**src/rtl/uart_rx_pkg.sv**
```systemverilog
// Shared types and constants for the UART receive FIFO: entry layout,
// trigger levels, default sizing and the entry error helper.
package uart_rx_pkg;

    localparam int DEFAULT_DEPTH        = 16;
    localparam int DEFAULT_TIMEOUT_BITS = 40;

    localparam int TRIG_1  = 1;
    localparam int TRIG_4  = 4;
    localparam int TRIG_8  = 8;
    localparam int TRIG_14 = 14;

    // Packed so that the 11-bit image is {bi, fe, pe, data}
    typedef struct packed {
        logic       bi;
        logic       fe;
        logic       pe;
        logic [7:0] data;
    } entry_t;

    function automatic logic entry_has_err(input entry_t e);
        return e.pe | e.fe | e.bi;
    endfunction

endpackage

```
**src/rtl/uart_rx_fifo_if.sv**
```systemverilog
// Receiver-to-FIFO push bus: load strobe plus the character and its status.
interface uart_rx_fifo_if;

    logic       receive_load_en;
    logic [7:0] rsr_data;
    logic       parity_error;
    logic       frame_error;
    logic       uart_break;

    modport master (
        output receive_load_en,
        output rsr_data,
        output parity_error,
        output frame_error,
        output uart_break
    );

    modport slave (
        input receive_load_en,
        input rsr_data,
        input parity_error,
        input frame_error,
        input uart_break
    );

endinterface

```
**src/rtl/uart_rx_fifo_mem.sv**
```systemverilog
// Receive entry storage: one synchronous write port, asynchronous read,
// no reset on the array (validity is tracked by the FIFO count).
module uart_rx_fifo_mem
    import uart_rx_pkg::*;
#(
    parameter int DEPTH = DEFAULT_DEPTH,
    parameter int AW    = $clog2(DEPTH)
) (
    input  logic          clk,
    input  logic          we,
    input  logic [AW-1:0] waddr,
    input  entry_t        wdata,
    input  logic [AW-1:0] raddr,
    output entry_t        rdata
);

    entry_t mem_q [DEPTH];

    // Array write
    always_ff @(posedge clk) begin
        if (we) begin
            mem_q[waddr] <= wdata;
        end
    end

    assign rdata = mem_q[raddr];

endmodule

```
**src/rtl/uart_rx_fifo.sv**
```systemverilog
// UART receive FIFO with per-entry line status, overrun, trigger level and
// optional character timeout (enabled by defining UART_RX_TIMEOUT_EN).
module uart_rx_fifo
    import uart_rx_pkg::*;
#(
    parameter int DEPTH        = DEFAULT_DEPTH,
    parameter int TIMEOUT_BITS = DEFAULT_TIMEOUT_BITS
) (
    input  logic                   pclk,
    input  logic                   presetn,
    input  logic                   utrrst,
    input  logic                   rx_fifo_clr,
    input  logic                   fifo_en,
    input  logic [1:0]             rx_trig,
    uart_rx_fifo_if.slave          rx_if,
    input  logic                   sample_edge,
    input  logic                   rbr_rd,
    input  logic                   lsr_rd,
    output logic [7:0]             rbr_data,
    output logic                   head_pe,
    output logic                   head_fe,
    output logic                   head_bi,
    output logic                   data_ready,
    output logic                   overrun_error,
    output logic                   rx_fifo_error,
    output logic                   rx_trig_hit,
    output logic                   rx_timeout,
    output logic [$clog2(DEPTH):0] rx_fifo_count
);

    localparam int AW = $clog2(DEPTH);
    localparam int CW = AW + 1;

    localparam logic [AW-1:0] PTR_ZERO = AW'(0);
    localparam logic [AW-1:0] PTR_ONE  = AW'(1);
    localparam logic [CW-1:0] CNT_ZERO = CW'(0);
    localparam logic [CW-1:0] CNT_ONE  = CW'(1);
    localparam logic [CW-1:0] CAP_FIFO = CW'(DEPTH);

    logic [AW-1:0] wr_ptr_q, wr_ptr_d;
    logic [AW-1:0] rd_ptr_q, rd_ptr_d;
    logic [CW-1:0] count_q, count_d;
    logic [CW-1:0] err_cnt_q, err_cnt_d;
    logic          overrun_q, overrun_d;
    logic          fifo_en_q, fifo_en_d;

    logic [CW-1:0] cap_s;
    logic          empty_s, full_s, clr_s, pop_s, push_s, ovr_set_s, wr_en_s;
    logic          push_err_s, pop_err_s;
    int            trig_lvl_s;
    entry_t        in_entry_s, head_s;

    // A change of fifo_en is seen as a clear in the cycle it happens
    assign cap_s      = fifo_en ? CAP_FIFO : CNT_ONE;
    assign empty_s    = (count_q == CNT_ZERO);
    assign full_s     = (count_q == cap_s);
    assign clr_s      = rx_fifo_clr | utrrst | (fifo_en ^ fifo_en_q);
    assign pop_s      = rbr_rd & ~empty_s;
    assign push_s     = rx_if.receive_load_en & (~full_s | pop_s);
    assign ovr_set_s  = rx_if.receive_load_en & full_s & ~pop_s;
    assign wr_en_s    = push_s & ~clr_s;
    assign push_err_s = push_s & entry_has_err(in_entry_s);
    assign pop_err_s  = pop_s & entry_has_err(head_s);

    // Pack the incoming character with its status bits
    always_comb begin
        in_entry_s      = '0;
        in_entry_s.data = rx_if.rsr_data;
        in_entry_s.pe   = rx_if.parity_error;
        in_entry_s.fe   = rx_if.frame_error;
        in_entry_s.bi   = rx_if.uart_break;
    end

    uart_rx_fifo_mem #(
        .DEPTH (DEPTH),
        .AW    (AW)
    ) u_mem (
        .clk   (pclk),
        .we    (wr_en_s),
        .waddr (wr_ptr_q),
        .wdata (in_entry_s),
        .raddr (rd_ptr_q),
        .rdata (head_s)
    );

    // Pointer, count, error-count and overrun next state
    always_comb begin
        wr_ptr_d  = wr_ptr_q;
        rd_ptr_d  = rd_ptr_q;
        count_d   = count_q;
        err_cnt_d = err_cnt_q;
        overrun_d = overrun_q;
        fifo_en_d = fifo_en;

        if (utrrst) begin
            overrun_d = 1'b0;
        end else if (ovr_set_s) begin
            overrun_d = 1'b1;
        end else if (lsr_rd) begin
            overrun_d = 1'b0;
        end else begin
            overrun_d = overrun_q;
        end

        if (clr_s) begin
            wr_ptr_d  = PTR_ZERO;
            rd_ptr_d  = PTR_ZERO;
            count_d   = CNT_ZERO;
            err_cnt_d = CNT_ZERO;
        end else begin
            if (push_s) begin
                wr_ptr_d = wr_ptr_q + PTR_ONE;
            end else begin
                wr_ptr_d = wr_ptr_q;
            end
            if (pop_s) begin
                rd_ptr_d = rd_ptr_q + PTR_ONE;
            end else begin
                rd_ptr_d = rd_ptr_q;
            end
            case ({push_s, pop_s})
                2'b10:   count_d = count_q + CNT_ONE;
                2'b01:   count_d = count_q - CNT_ONE;
                default: count_d = count_q;
            endcase
            case ({push_err_s, pop_err_s})
                2'b10:   err_cnt_d = err_cnt_q + CNT_ONE;
                2'b01:   err_cnt_d = err_cnt_q - CNT_ONE;
                default: err_cnt_d = err_cnt_q;
            endcase
        end
    end

    // State registers
    always_ff @(posedge pclk or negedge presetn) begin
        if (!presetn) begin
            wr_ptr_q  <= PTR_ZERO;
            rd_ptr_q  <= PTR_ZERO;
            count_q   <= CNT_ZERO;
            err_cnt_q <= CNT_ZERO;
            overrun_q <= 1'b0;
            fifo_en_q <= 1'b0;
        end else begin
            wr_ptr_q  <= wr_ptr_d;
            rd_ptr_q  <= rd_ptr_d;
            count_q   <= count_d;
            err_cnt_q <= err_cnt_d;
            overrun_q <= overrun_d;
            fifo_en_q <= fifo_en_d;
        end
    end

    // Trigger level; holding-register mode always triggers at one entry
    always_comb begin
        trig_lvl_s = TRIG_1;
        case (rx_trig)
            2'b00:   trig_lvl_s = TRIG_1;
            2'b01:   trig_lvl_s = TRIG_4;
            2'b10:   trig_lvl_s = TRIG_8;
            2'b11:   trig_lvl_s = TRIG_14;
            default: trig_lvl_s = TRIG_1;
        endcase
        if (!fifo_en) begin
            trig_lvl_s = TRIG_1;
        end else begin
            trig_lvl_s = trig_lvl_s;
        end
    end

    // Fall-through head view, forced to zero when empty
    always_comb begin
        rbr_data = 8'h00;
        head_pe  = 1'b0;
        head_fe  = 1'b0;
        head_bi  = 1'b0;
        if (empty_s) begin
            rbr_data = 8'h00;
            head_pe  = 1'b0;
            head_fe  = 1'b0;
            head_bi  = 1'b0;
        end else begin
            rbr_data = head_s.data;
            head_pe  = head_s.pe;
            head_fe  = head_s.fe;
            head_bi  = head_s.bi;
        end
    end

    assign data_ready    = ~empty_s;
    assign overrun_error = overrun_q;
    assign rx_fifo_error = (err_cnt_q != CNT_ZERO);
    assign rx_trig_hit   = (int'(count_q) >= trig_lvl_s);
    assign rx_fifo_count = count_q;

`ifdef UART_RX_TIMEOUT_EN
    localparam int TW = $clog2(TIMEOUT_BITS + 1);
    localparam logic [TW-1:0] TO_ZERO  = TW'(0);
    localparam logic [TW-1:0] TO_ONE   = TW'(1);
    localparam logic [TW-1:0] TO_LIMIT = TW'(TIMEOUT_BITS);

    logic [TW-1:0] to_cnt_q, to_cnt_d;
    logic          to_flag_q, to_flag_d;

    // Idle bit-time counter; saturates once the timeout is flagged
    always_comb begin
        to_cnt_d  = to_cnt_q;
        to_flag_d = to_flag_q;
        if (clr_s | pop_s) begin
            to_cnt_d  = TO_ZERO;
            to_flag_d = 1'b0;
        end else if (push_s | empty_s) begin
            to_cnt_d  = TO_ZERO;
            to_flag_d = to_flag_q;
        end else if (sample_edge & (to_cnt_q != TO_LIMIT)) begin
            to_cnt_d  = to_cnt_q + TO_ONE;
            to_flag_d = to_flag_q | ((to_cnt_q + TO_ONE) == TO_LIMIT);
        end else begin
            to_cnt_d  = to_cnt_q;
            to_flag_d = to_flag_q;
        end
    end

    // Timeout registers
    always_ff @(posedge pclk or negedge presetn) begin
        if (!presetn) begin
            to_cnt_q  <= TO_ZERO;
            to_flag_q <= 1'b0;
        end else begin
            to_cnt_q  <= to_cnt_d;
            to_flag_q <= to_flag_d;
        end
    end

    assign rx_timeout = to_flag_q;
`else
    logic unused_cfg_s;
    assign unused_cfg_s = sample_edge ^ (TIMEOUT_BITS > 0);
    assign rx_timeout   = 1'b0;
`endif

endmodule

```
**src/flat_wrapper.sv**
```systemverilog
// flat-port wrapper written by rule: the top's interface ports become plain ports
module uart_rx_fifo_flat import uart_rx_pkg::*;
#(
    parameter int DEPTH        = DEFAULT_DEPTH,
    parameter int TIMEOUT_BITS = DEFAULT_TIMEOUT_BITS
)
  (pclk, presetn, utrrst, rx_fifo_clr, fifo_en, rx_trig, sample_edge, rbr_rd, lsr_rd, rbr_data, head_pe, head_fe, head_bi, data_ready, overrun_error, rx_fifo_error, rx_trig_hit, rx_timeout, rx_fifo_count, rx_if_receive_load_en, rx_if_rsr_data, rx_if_parity_error, rx_if_frame_error, rx_if_uart_break);
  uart_rx_fifo_if rx_if_i ();
  input  logic pclk;
  input  logic presetn;
  input  logic utrrst;
  input  logic rx_fifo_clr;
  input  logic fifo_en;
  input  logic [1:0] rx_trig;
  input  logic sample_edge;
  input  logic rbr_rd;
  input  logic lsr_rd;
  output logic [7:0] rbr_data;
  output logic head_pe;
  output logic head_fe;
  output logic head_bi;
  output logic data_ready;
  output logic overrun_error;
  output logic rx_fifo_error;
  output logic rx_trig_hit;
  output logic rx_timeout;
  output logic [$clog2(DEPTH):0] rx_fifo_count;
  input wire logic [$bits(rx_if_i.receive_load_en)-1:0] rx_if_receive_load_en;
  input wire logic [$bits(rx_if_i.rsr_data)-1:0] rx_if_rsr_data;
  input wire logic [$bits(rx_if_i.parity_error)-1:0] rx_if_parity_error;
  input wire logic [$bits(rx_if_i.frame_error)-1:0] rx_if_frame_error;
  input wire logic [$bits(rx_if_i.uart_break)-1:0] rx_if_uart_break;
  assign rx_if_i.receive_load_en = rx_if_receive_load_en;
  assign rx_if_i.rsr_data = rx_if_rsr_data;
  assign rx_if_i.parity_error = rx_if_parity_error;
  assign rx_if_i.frame_error = rx_if_frame_error;
  assign rx_if_i.uart_break = rx_if_uart_break;
  uart_rx_fifo #(.DEPTH(DEPTH), .TIMEOUT_BITS(TIMEOUT_BITS)) u_core (.pclk(pclk), .presetn(presetn), .utrrst(utrrst), .rx_fifo_clr(rx_fifo_clr), .fifo_en(fifo_en), .rx_trig(rx_trig), .rx_if(rx_if_i), .sample_edge(sample_edge), .rbr_rd(rbr_rd), .lsr_rd(lsr_rd), .rbr_data(rbr_data), .head_pe(head_pe), .head_fe(head_fe), .head_bi(head_bi), .data_ready(data_ready), .overrun_error(overrun_error), .rx_fifo_error(rx_fifo_error), .rx_trig_hit(rx_trig_hit), .rx_timeout(rx_timeout), .rx_fifo_count(rx_fifo_count));
endmodule
```
**config.mk**
```make
export PLATFORM = sky130hd
export DESIGN_NAME = uart_rx_fifo_flat
export DESIGN_NICKNAME = d
export VERILOG_FILES = /design/src/rtl/uart_rx_pkg.sv /design/src/rtl/uart_rx_fifo_if.sv /design/src/rtl/uart_rx_fifo_mem.sv /design/src/rtl/uart_rx_fifo.sv /design/src/flat_wrapper.sv
export SDC_FILE = /design/constraint.sdc
export NUM_CORES = 1
export LEC_CHECK = 0
export ABC_CLOCK_PERIOD_IN_PS = 3600
export BUFFER_PORTS_ARGS = -buffer_cell sky130_fd_sc_hd__buf_2
export CORE_ASPECT_RATIO = 0.8
export CORE_MARGIN = 1
export CORE_UTILIZATION = 37
export DETAILED_ROUTE_END_ITERATION = 10
export PLACE_DENSITY_LB_ADDON = 0.08
export REMOVE_ABC_BUFFERS = 1
export SLEW_MARGIN = 10
export SYNTH_ARGS = -nofsm -noshare
export SYNTH_HDL_FRONTEND = slang
export SYNTH_SLANG_ARGS = --single-unit
```
**constraint.sdc**
```tcl
create_clock -name pclk -period 3.6 [get_ports pclk]
set_input_delay 0.18 -clock pclk [delete_from_list [all_inputs] [get_ports pclk]]
set_output_delay 0.18 -clock pclk [all_outputs]
set_load 0.05 [all_outputs]
```
==> impl_results.md, run 1 <==
- Status: finished clean
- Die area: between 0.02 and 0.025 mm²
- Port bufs: 40
- Routed wire per std cell: roughly 21 µm
- WP data arrival: between 3 and 4 ns
- Ports: 43
- Placer congestion estimate: ~0.75
- Async S/R FF share, synth: 10.2%
- Hold depth: 3
- Power Total: between 4 and 5 mW
- Synth Register Bits: ~200
- First-pass GRT wire length: 28700 µm
- Max Fanout on Critical Path: 16
- Most numerous cell in the Yosys netlist: edfxtp_1
- Cell Chain, Critical Path: buf_4 -> nand2_1 -> o221ai_1 -> o22ai_1 -> a211oi_1 -> buf_2
- Maxcap violations: 0
- Skew final: 0.0107 ns
- Leakage: ~3.3 nW
- RSZ-0062 raised after global routing: no
- Ant diodes: 0
- Yosys warning count: 0
- Number of synthesized flops with an enable pin: around 180
- Synth top area cells: edfxtp_1 64%, mux4_2 7.6%, dfrtp_1 6.0%
- CTS Root Cell: clkbuf_16
- Most used DFF post-synth: edfxtp_1
- PwrDens: roughly 470 mW/mm²
- Crit-path leading delay family: compound AO/OA/AOI/OAI gates
- Peak supply drop: 0.203 mV
- WS Path Type: reg -> out
- Inst Count DP: around 840
- WL final: 18600 µm
- Final Instance Area: around 0.0097 mm²
- Total grt overflow: 0
- Placeable Area: between 0.02 and 0.025 mm²
- Worst reg2reg setup slack: 0.30 ns
- Initial antenna violation count: 0
- Synthesized area: a little over 0.008 mm²
- Hold Path Origin: rx_if_receive_load_en
- CTS clk-pin slew, worst paths: ~0.080 ns
- Layout cells sized above 1: roughly 25%
- Drt via density: around 5.0
- Post-layout min period: around 3.4 ns
- CTS H-tree depth: 4
- Slew headroom: between 40% and 50%
- Final hold vios: 0
- Placement Rows: 48
- Synth top cells by count: 176 x edfxtp_1, 38 x mux2i_1, 28 x mux4_2
- Antenna Nets Post-Route: 0
- HPWL Detailed: between 10000 and 15000 µm
- Critical path's slowest cell: dfrtp_2
- Fmax: 291 MHz
- Count of cell types in the netlist: 49
- GRT Total Usage: around 17%
- Num CTS Buffers: 17
- Largest area contributor in the netlist: edfxtp_1
- Reg2reg end: u_core.err_cnt_q[4]
- CTS tree: yes
- CP bufs+invs: 2
- Setup TNS: 0 ns
- Vias in the first global route: 4552
- Slew Viols, Final: 0
- Skew-Pair Late Insertion Delay: around 0.43 ns
- Post-DP Area: ~0.009 mm²
- Endpoint type of the worst setup path: output pin
- Worst min path class: in -> reg
- Chip height: 136 µm
- Drt drc: 0
- Share of the synthesized area in the top cell type: approximately 64%
- Crit path largest cell delay: about 0.60 ns
- Nets@finish: 604
- R2R depth: 11
- Vias: 4412
- Required time of the critical path: 3.42 ns
- Avg Inst Size Synth: around 17 µm²
- Mapped Cells: 491
- Startpoint type of the worst setup path: flip-flop
- DRT iter0 DRCs: between 300 and 400
- Clock tree sinks: around 200
- RR Startpoint: u_core.rd_ptr_q[0]
- Initial Utilization: 38.2%
- Area grow syn2layout: 16.0%
- Slew @ Worst Pin: about 0.76 ns
- Sequential fraction of the synthesis area: 69.5%
- First-pass DRT Iterations: 4
- Crit. Startpoint: u_core.rd_ptr_q[1]
- Final non-filler cell total: ~880
- Die Wd: about 170 µm
- Largest net degree at the start of global routing: between 40 and 50
- Endpoints failing setup: 0
- Core Util, Final: 44.3%
- Maximum clock path buffer count: 2
- Min-Delay Endpoint: u_core.overrun_error
- Fin crit share: 95.5%
==> flip-flops by register name, summed over array words and instances, names as in the netlist <==
signal and count:
u_core.fifo_en_q 1, u_core.rx_fifo_count 5, u_core.wr_ptr_q 4, u_core.u_mem.mem_q 176, u_core.overrun_error 1, u_core.rd_ptr_q 4, u_core.err_cnt_q 5
==> how the worst max path moves through the flow <==
stage | endpoint | slack, ns | cells past startpoint
6_report | rbr_data[3] | 0.16 | 6
3_3_place_gp | u_core.err_cnt_q[4] | 0.28 | 11
2_1_floorplan | u_core.err_cnt_q[4] | -1.24 | 11
5_1_grt | u_core.err_cnt_q[4] | 0.009 | 11
3_5_place_dp | u_core.err_cnt_q[4] | 0.28 | 11
4_1_cts | rbr_data[3] | 0.07 | 6
==> layout by cell type (no fill, tap or decap), types with 12 or more instances in the layout <==
master	netlist	routed
ha_1	16	16
o221ai_1	16	16
mux2i_1	38	38
buf_4	1	32
dfrtp_1	20	18
edfxtp_1	176	176
inv_1	12	12
nand2_1	27	27
mux4_2	28	28
nor2_1	20	20
clkbuf_16	0	17
and2_1	19	19
buf_2	3	40
==> layer usage <==
metal,share of wire [%],up-vias,global-route usage (%)
met3,5.4,7,3.52
met4,0.59,0,4.50
li1,-,2068,-
met1,49,2267,25.7
met5,0,-,0
met2,45,70,26.1
==> stage by stage <==
step,setup WS (ns),hold slack [ns]
floorplan,-1.24,-0.116
global placement,0.284,0.180
detailed placement,0.280,0.186
CTS,0.0744,0.0448
global route,0.00936,0.0525
finish,0.160,0.0504
==> final cells by class <==
type                    count  area (µm²)
clock buffers              19         433
flip-flops and latches    196        5790
inverters                  16        60.1
fillers                  1914       12200
clock inverters            13         140
well taps                 300         375
repair buffers             76         482
multi-input cells         257        2370
==> power by group <==
group | switching, mW | total [mW] | internal, mW
clock network | 0.876 | 1.86 | 0.982
registers | 0.00435 | 2.49 | 2.48
logic | 0.110 | 0.157 | 0.0470
total | 0.991 | 4.50 | 3.51
==> cells by family after synthesis <==
group | share of synthesized area (%)
flops | 69.5
simple gates | 6.39
mux | 12.3
compound gates | 5.50
buf+inv | 2.03
fa+ha+maj | 2.89
xor+xnor | 1.26
other cells | 0.0451
==> timing repair <==
item / CTS / global route
endpoints found under the setup margin: 1 / 2
pin swaps: 0 / 0
setup buffers: 0 / 7
endpoints found under the hold margin: 22 / 0
resized for setup: 1 / 1
hold buffers: 3 / 0
==> worst min-delay path, delay by kind of cell <==
family,cells,cell delay (ns)
buffers and inverters,1,0.11
AND/OR/NAND/NOR,1,0.08
AO/OA/AOI/OAI,1,0.07
No activity file was read; power rests on OpenSTA's default activity.
==> inputs of run 2 (changes only) <==
- ABC_CLOCK_PERIOD_IN_PS: 3600 -> 4200
- CORE_ASPECT_RATIO: 0.8 -> 2
- CTS_CLUSTER_DIAMETER: default -> 80
- clock period: 3.6 -> 4.2 ns (I/O delays scaled with it)
==> run 2 against run 1 <==
Net effect:
- final area shrank 1.1%
- non-clock buffer count decreased by 15
- utilization decreased by 1.0 points
- critical path depth unchanged
- via count increased by 0.79%
- wire length is 6.2% higher
- sequential share of layout area increased by 0.68 points
==> impl_results.md, run 2 (same netlist as run 1, synthesis figures left out) <==
- Status: finished clean
- HPWL Detailed: between 10000 and 15000 µm
- Max Fanout on Critical Path: 21
- Required time of the critical path: around 4.0 ns
- Hold Path Origin: lsr_rd
- Worst reg2reg setup slack: 0.57 ns
- R2R depth: 11
- WS Path Type: reg -> out
- CP bufs+invs: 2
- Reg2reg end: u_core.err_cnt_q[4]
- WL final: roughly 20000 µm
- RR Startpoint: u_core.rd_ptr_q[1]
- Crit path largest cell delay: between 1 and 1.5 ns
- Drt via density: ~5.3
- Skew final: between 0.01 and 0.015 ns
- Port bufs: 40
- CTS tree: yes
- Endpoints failing setup: 0
- Crit-path leading delay family: flip-flops
- Drt drc: 0
- GRT Total Usage: between 10% and 20%
- Die area: ~0.023 mm²
- Fin crit share: 90.3%
- Vias in the first global route: between 4000 and 5000
- CTS H-tree depth: 4
- Die Wd: 108 µm
- Slew headroom: 32.2%
- Power Total: about 4.0 mW
- Largest net degree at the start of global routing: 27
- Post-DP Area: roughly 0.0089 mm²
- Worst min path class: in -> reg
- Post-layout min period: ~3.8 ns
- RSZ-0062 raised after global routing: no
- Post_cts resized: 0
- PwrDens: 416 mW/mm²
- Placer congestion estimate: between 0.7 and 0.8
- First-pass GRT wire length: around 29000 µm
- Routed wire per std cell: between 20 and 25 µm
- Peak supply drop: about 0.33 mV
- Chip height: around 210 µm
- Maxcap violations: 0
- CTS Root Cell: clkbuf_16
- Clock tree sinks: 196
- First-pass DRT Iterations: 5
- Num CTS Buffers: 17
- Maximum clock path buffer count: 2
- Ant diodes: 0
- Number of flip-flops in the largest register: 176
- WP data arrival: 3.58 ns
- Startpoint type of the worst setup path: flip-flop
- Final hold vios: 0
- Endpoint type of the worst setup path: output pin
- Critical path's slowest cell: dfrtp_1
- Crit. Startpoint: u_core.rd_ptr_q[1]
- Most frequent cells in the layout: 176 x edfxtp_1, 40 x buf_2, 38 x mux2i_1
- CTS clk-pin slew, worst paths: roughly 0.06 ns
- Vias: between 4000 and 5000
- Placement Rows: 77
- Antenna Nets Post-Route: 0
- Commonest non-fill, non-tap cell in the layout: edfxtp_1
- Initial antenna violation count: 0
- Nets@finish: 589
- Leakage: approximately 3.2 nW
- Core Util, Final: about 43%
- Total grt overflow: 0
- Area grow syn2layout: 14.7%
- Placeable Area: between 0.02 and 0.025 mm²
- Ports: between 40 and 50
- Skew-Pair Late Insertion Delay: ~0.45 ns
- Slew @ Worst Pin: 1.02 ns
- DRT iter0 DRCs: 216
- Layout cells sized above 1: around 23%
- Initial Utilization: a little under two fifths
- Hold depth: 4
- Min-Delay Endpoint: u_core.overrun_error
- Fill count: ~2000
- Biggest register: u_core.u_mem.mem_q
- Final Instance Area: roughly 0.0095 mm²
- Cell Chain, Critical Path: buf_4 -> nand2_1 -> o221ai_1 -> o22ai_1 -> a211oi_1 -> buf_2
- Slew Viols, Final: 0
- Fmax: approximately 260 MHz
run 2: changes by cell type in the layout (fill, tap and decap cells not counted), sizes merged:
cell and delta:
buf -15, inv -6, clkinv +5, bufinv +3, clkbuf -2, clkinvlp -1
run 2: worst max-delay path by stage:
stage	slack, ns	cells after the start	to
after floorplan	-0.64	11	u_core.err_cnt_q[4]
after global placement	0.53	11	u_core.err_cnt_q[4]
after detailed placement	0.48	11	u_core.err_cnt_q[4]
after CTS	0.27	6	rbr_data[7]
after global routing	0.25	6	rbr_data[5]
final	0.41	6	rbr_data[7]
run 2: final cells by class:
class | count | area, µm² | share of cell area (%)
Clock inverter | 14 | 185 | 1.94
Inverter | 16 | 60.1 | 0.630
Multi-Input combinational cell | 257 | 2370 | 24.8
Sequential cell | 196 | 5790 | 60.7
Tap cell | 276 | 345 | 3.62
Timing Repair Buffer | 61 | 365 | 3.83
Clock buffer | 17 | 425 | 4.46
run 2: stage by stage:
stage                     instances  setup slack, ns  hold slack [ns]  setup TNS (ns)
after floorplan                 469           -0.644          -0.0856           -2.26
after global placement          803            0.527            0.206               0
after detailed placement        803            0.475            0.214               0
after CTS                       837            0.273           0.0446               0
after global routing            837            0.252           0.0555               0
final                           837            0.406           0.0725               0
run 2: tightest hold or removal path: cells and delay by family:
| kind | cells | cell delay [ns] |
|---|---|---|
| compound gates | 1 | 0.10 |
| buf+inv | 1 | 0.08 |
| simple gates | 2 | 0.08 |
run 2: repair_timing:
item                      in CTS  in global routing
hold endpoints to repair      22                  0
hold buffers                   3                  0
setup buffers                  0                  0
run 2: report_power, final:
part           switching, mW  total, mW  internal (mW)
Sequential           0.00412       2.13           2.13
Clock                  0.710       1.70          0.990
Combinational         0.0941      0.133         0.0389
run 2: layer usage:
layer	routed length (µm)	vias up	part of all wire, %	track usage, %
met5	0	-	0	0
met4	316	0	1.6	6.44
met2	11300	81	57	34.6
li1	-	2028	-	-
met3	443	21	2.2	3.43
met1	7680	2317	39	20.5
==> inputs of run 3 (changes only) <==
- ABC_CLOCK_PERIOD_IN_PS: 4200 -> 4400
- CORE_UTILIZATION: 37 -> 30
- clock period: 4.2 -> 4.4 ns (I/O delays scaled with it)
==> run 3 against run 2 <==
Net effect:
- first-iteration DRC count is 18% lower
- sequential power down 5%
- sequential share of layout area barely moved
- non-clock buffer count decreased by 3
- final area about the same
- global-route usage fell by 2.6 points
- final cell count is 8.2% higher
- critical path type unchanged
- critical endpoint unchanged
- largest power group unchanged
==> impl_results.md, run 3 (same netlist as run 1, synthesis figures left out) <==
- Drt via density: 4.87
- Commonest non-fill, non-tap cell in the layout: edfxtp_1
- Nets@finish: 586
- Maximum clock path buffer count: 2
- Num CTS Buffers: 17
- Clk network pwr share: 40.4%
- Antenna Nets Post-Route: 0
- FF/Latch Area: just under 0.006 mm²
- WP data arrival: between 3 and 4 ns
- Post_cts resized: 0
- First-pass GRT wire length: between 30000 and 40000 µm
- Skew-Pair Late Insertion Delay: around 0.45 ns
- Area occupied by multi-input gates: 0.00237 mm²
- Gate power share: 3.6%
- Slew headroom: approximately two fifths
- Peak supply drop: between 0.2 and 0.3 mV
- Int Pwr: around 2.8 mW
- Ant diodes: 0
- DRT iter0 DRCs: approximately 180
- CP bufs+invs: 4
- Layout cells sized above 1: approximately 22%
- HPWL Detailed: roughly 14000 µm
- WL final: roughly 21000 µm
- Leakage: roughly 3.2 nW
- Number of flip-flops in the largest register: around 180
- Die area: roughly 0.028 mm²
- Endpoint type of the worst setup path: output pin
- Post-CTS setup repair buffer count: 0
- Startpoint type of the worst setup path: flip-flop
- PwrDens: about 380 mW/mm²
- Crit path largest cell delay: just under 0.7 ns
- Final hold vios: 0
- Fmax: around 260 MHz
- Biggest register: u_core.u_mem.mem_q
- Slew @ Worst Pin: around 0.9 ns
- Critical path's slowest cell: dfrtp_1
- GRT Total Usage: around 16%
- Maxcap violations: 0
- Status: finished clean
- Fin crit share: around 87%
- Hold WS: between 0.08 and 0.09 ns
- Inst Count DP: 872
- Largest net degree at the start of global routing: 25
- CTS H-tree depth: 4
- Slew Viols, Final: 0
- CTS clk-pin slew, worst paths: around 0.070 ns
- Ports: 43
- Initial antenna violation count: 0
- CTS Root Cell: clkbuf_16
- Vias: 4408
- Fill count: between 2000 and 3000
- P_sw: about 0.79 mW
- Placement Rows: 85
- Clock tree sinks: roughly 200
- Chip height: approximately 240 µm
- Cell Chain, Critical Path: buf_4 -> buf_4 -> nand2b_1 -> buf_4 -> o221ai_1 -> o22ai_1 -> a211oi_1 -> buf_2
- Sw Share: about 22%
- Hold-fix buffers, CTS: 3
- Total grt overflow: 0
- Required time of the critical path: ~4.2 ns
- WS Path Type: reg -> out
- Post-layout min period: 3.84 ns
- Most frequent cells in the layout: 176 x edfxtp_1, 40 x buf_2, 38 x mux2i_1
- Initial Utilization: a little over 30%
- Worst min path class: in -> reg
- CP most frequent cell: buf_4
- Port bufs: 40
- RSZ-0062 raised after global routing: no
- Endpoints failing setup: 0
- Drt drc: 0
- Crit-path leading delay family: buffers and inverters
- Skew final: 0.0105 ns
- Placeable Area: roughly 0.027 mm²
- Sequential share of power: between 50 and 60%
- CTS tree: yes
- Placer congestion estimate: roughly 0.74
- Area grow syn2layout: 14.6%
- Die Wd: 120 µm
- Final non-filler cell total: around 910
- Vias in the first global route: approximately 4800
- Routed wire per std cell: between 20 and 25 µm
- Max Fanout on Critical Path: 16
- First-pass DRT Iterations: 4
==> run 3: cell count changes in the layout (fill, tap and decap cells not counted), sizes merged <==
cell / before / now
clkbuf: 17 / 18
buf: 58 / 55
inv: 16 / 18
clkinv: 9 / 7
bufinv: 4 / 1
clkinvlp: 1 / 3
==> run 3: metal layers <==
layer  global-route usage (%)  up-vias  part of all wire [%]
met5                        0        -                     0
li1                         -     2020                     -
met3                     3.45       21                   2.8
met1                     16.2     2296                    37
met4                     5.57        0                   1.6
met2                     31.3       71                    59
==> run 3: through the flow <==
stage | setup TNS (ns) | power (mW) | setup WS, ns | util (%) | cell area, µm²
4_1_cts | 0 | 3.68 | 0.420 | 35.2 | 9540
3_5_place_dp | 0 | 2.21 | 0.855 | 33.1 | 8970
5_1_grt | 0 | 3.75 | 0.337 | 35.2 | 9540
2_1_floorplan | -0.801 | 2.14 | -0.444 | - | 8210
3_3_place_gp | 0 | 2.20 | 0.849 | 33.1 | 8970
6_report | 0 | 3.63 | 0.560 | 35.2 | 9540
==> run 3: final cells by class <==
type	instances	share of cell area [%]
clock inverters	13	1.14
well taps	348	4.57
flip-flops and latches	196	60.7
inverters	16	0.630
repair buffers	58	3.60
multi-input cells	257	24.9
clock buffers	18	4.50
==> run 3: worst paths after layout <==
check	startpoint	endpoint	slack, ns	cells past startpoint
setup / recovery	u_core.rd_ptr_q[1]	rbr_data[7]	0.56	8
hold / removal	lsr_rd	u_core.overrun_error	0.08	4
setup reg to reg	u_core.rd_ptr_q[0]	u_core.err_cnt_q[4]	0.91	12
hold reg to reg	u_core.err_cnt_q[4]	u_core.err_cnt_q[4]	0.56	2
max in group asynchronous	presetn	u_core.rd_ptr_q[0]	3.76	2
min in group asynchronous	presetn	u_core.overrun_error	0.27	2
==> run 3: tightest hold or removal path: cells and delay by family <==
family | cells | cell delay, ns
AO/OA/AOI/OAI | 1 | 0.11
buffers and inverters | 1 | 0.08
AND/OR/NAND/NOR | 2 | 0.08
==> run 3: power groups by stage <==
stage	clock network [mW]	registers (mW)	logic, mW
after global placement	0	2.08	0.128
after floorplan	0	2.08	0.0646
final	1.47	2.03	0.129
after global routing	1.57	2.03	0.144
after detailed placement	0	2.08	0.131
after CTS	1.51	2.03	0.134
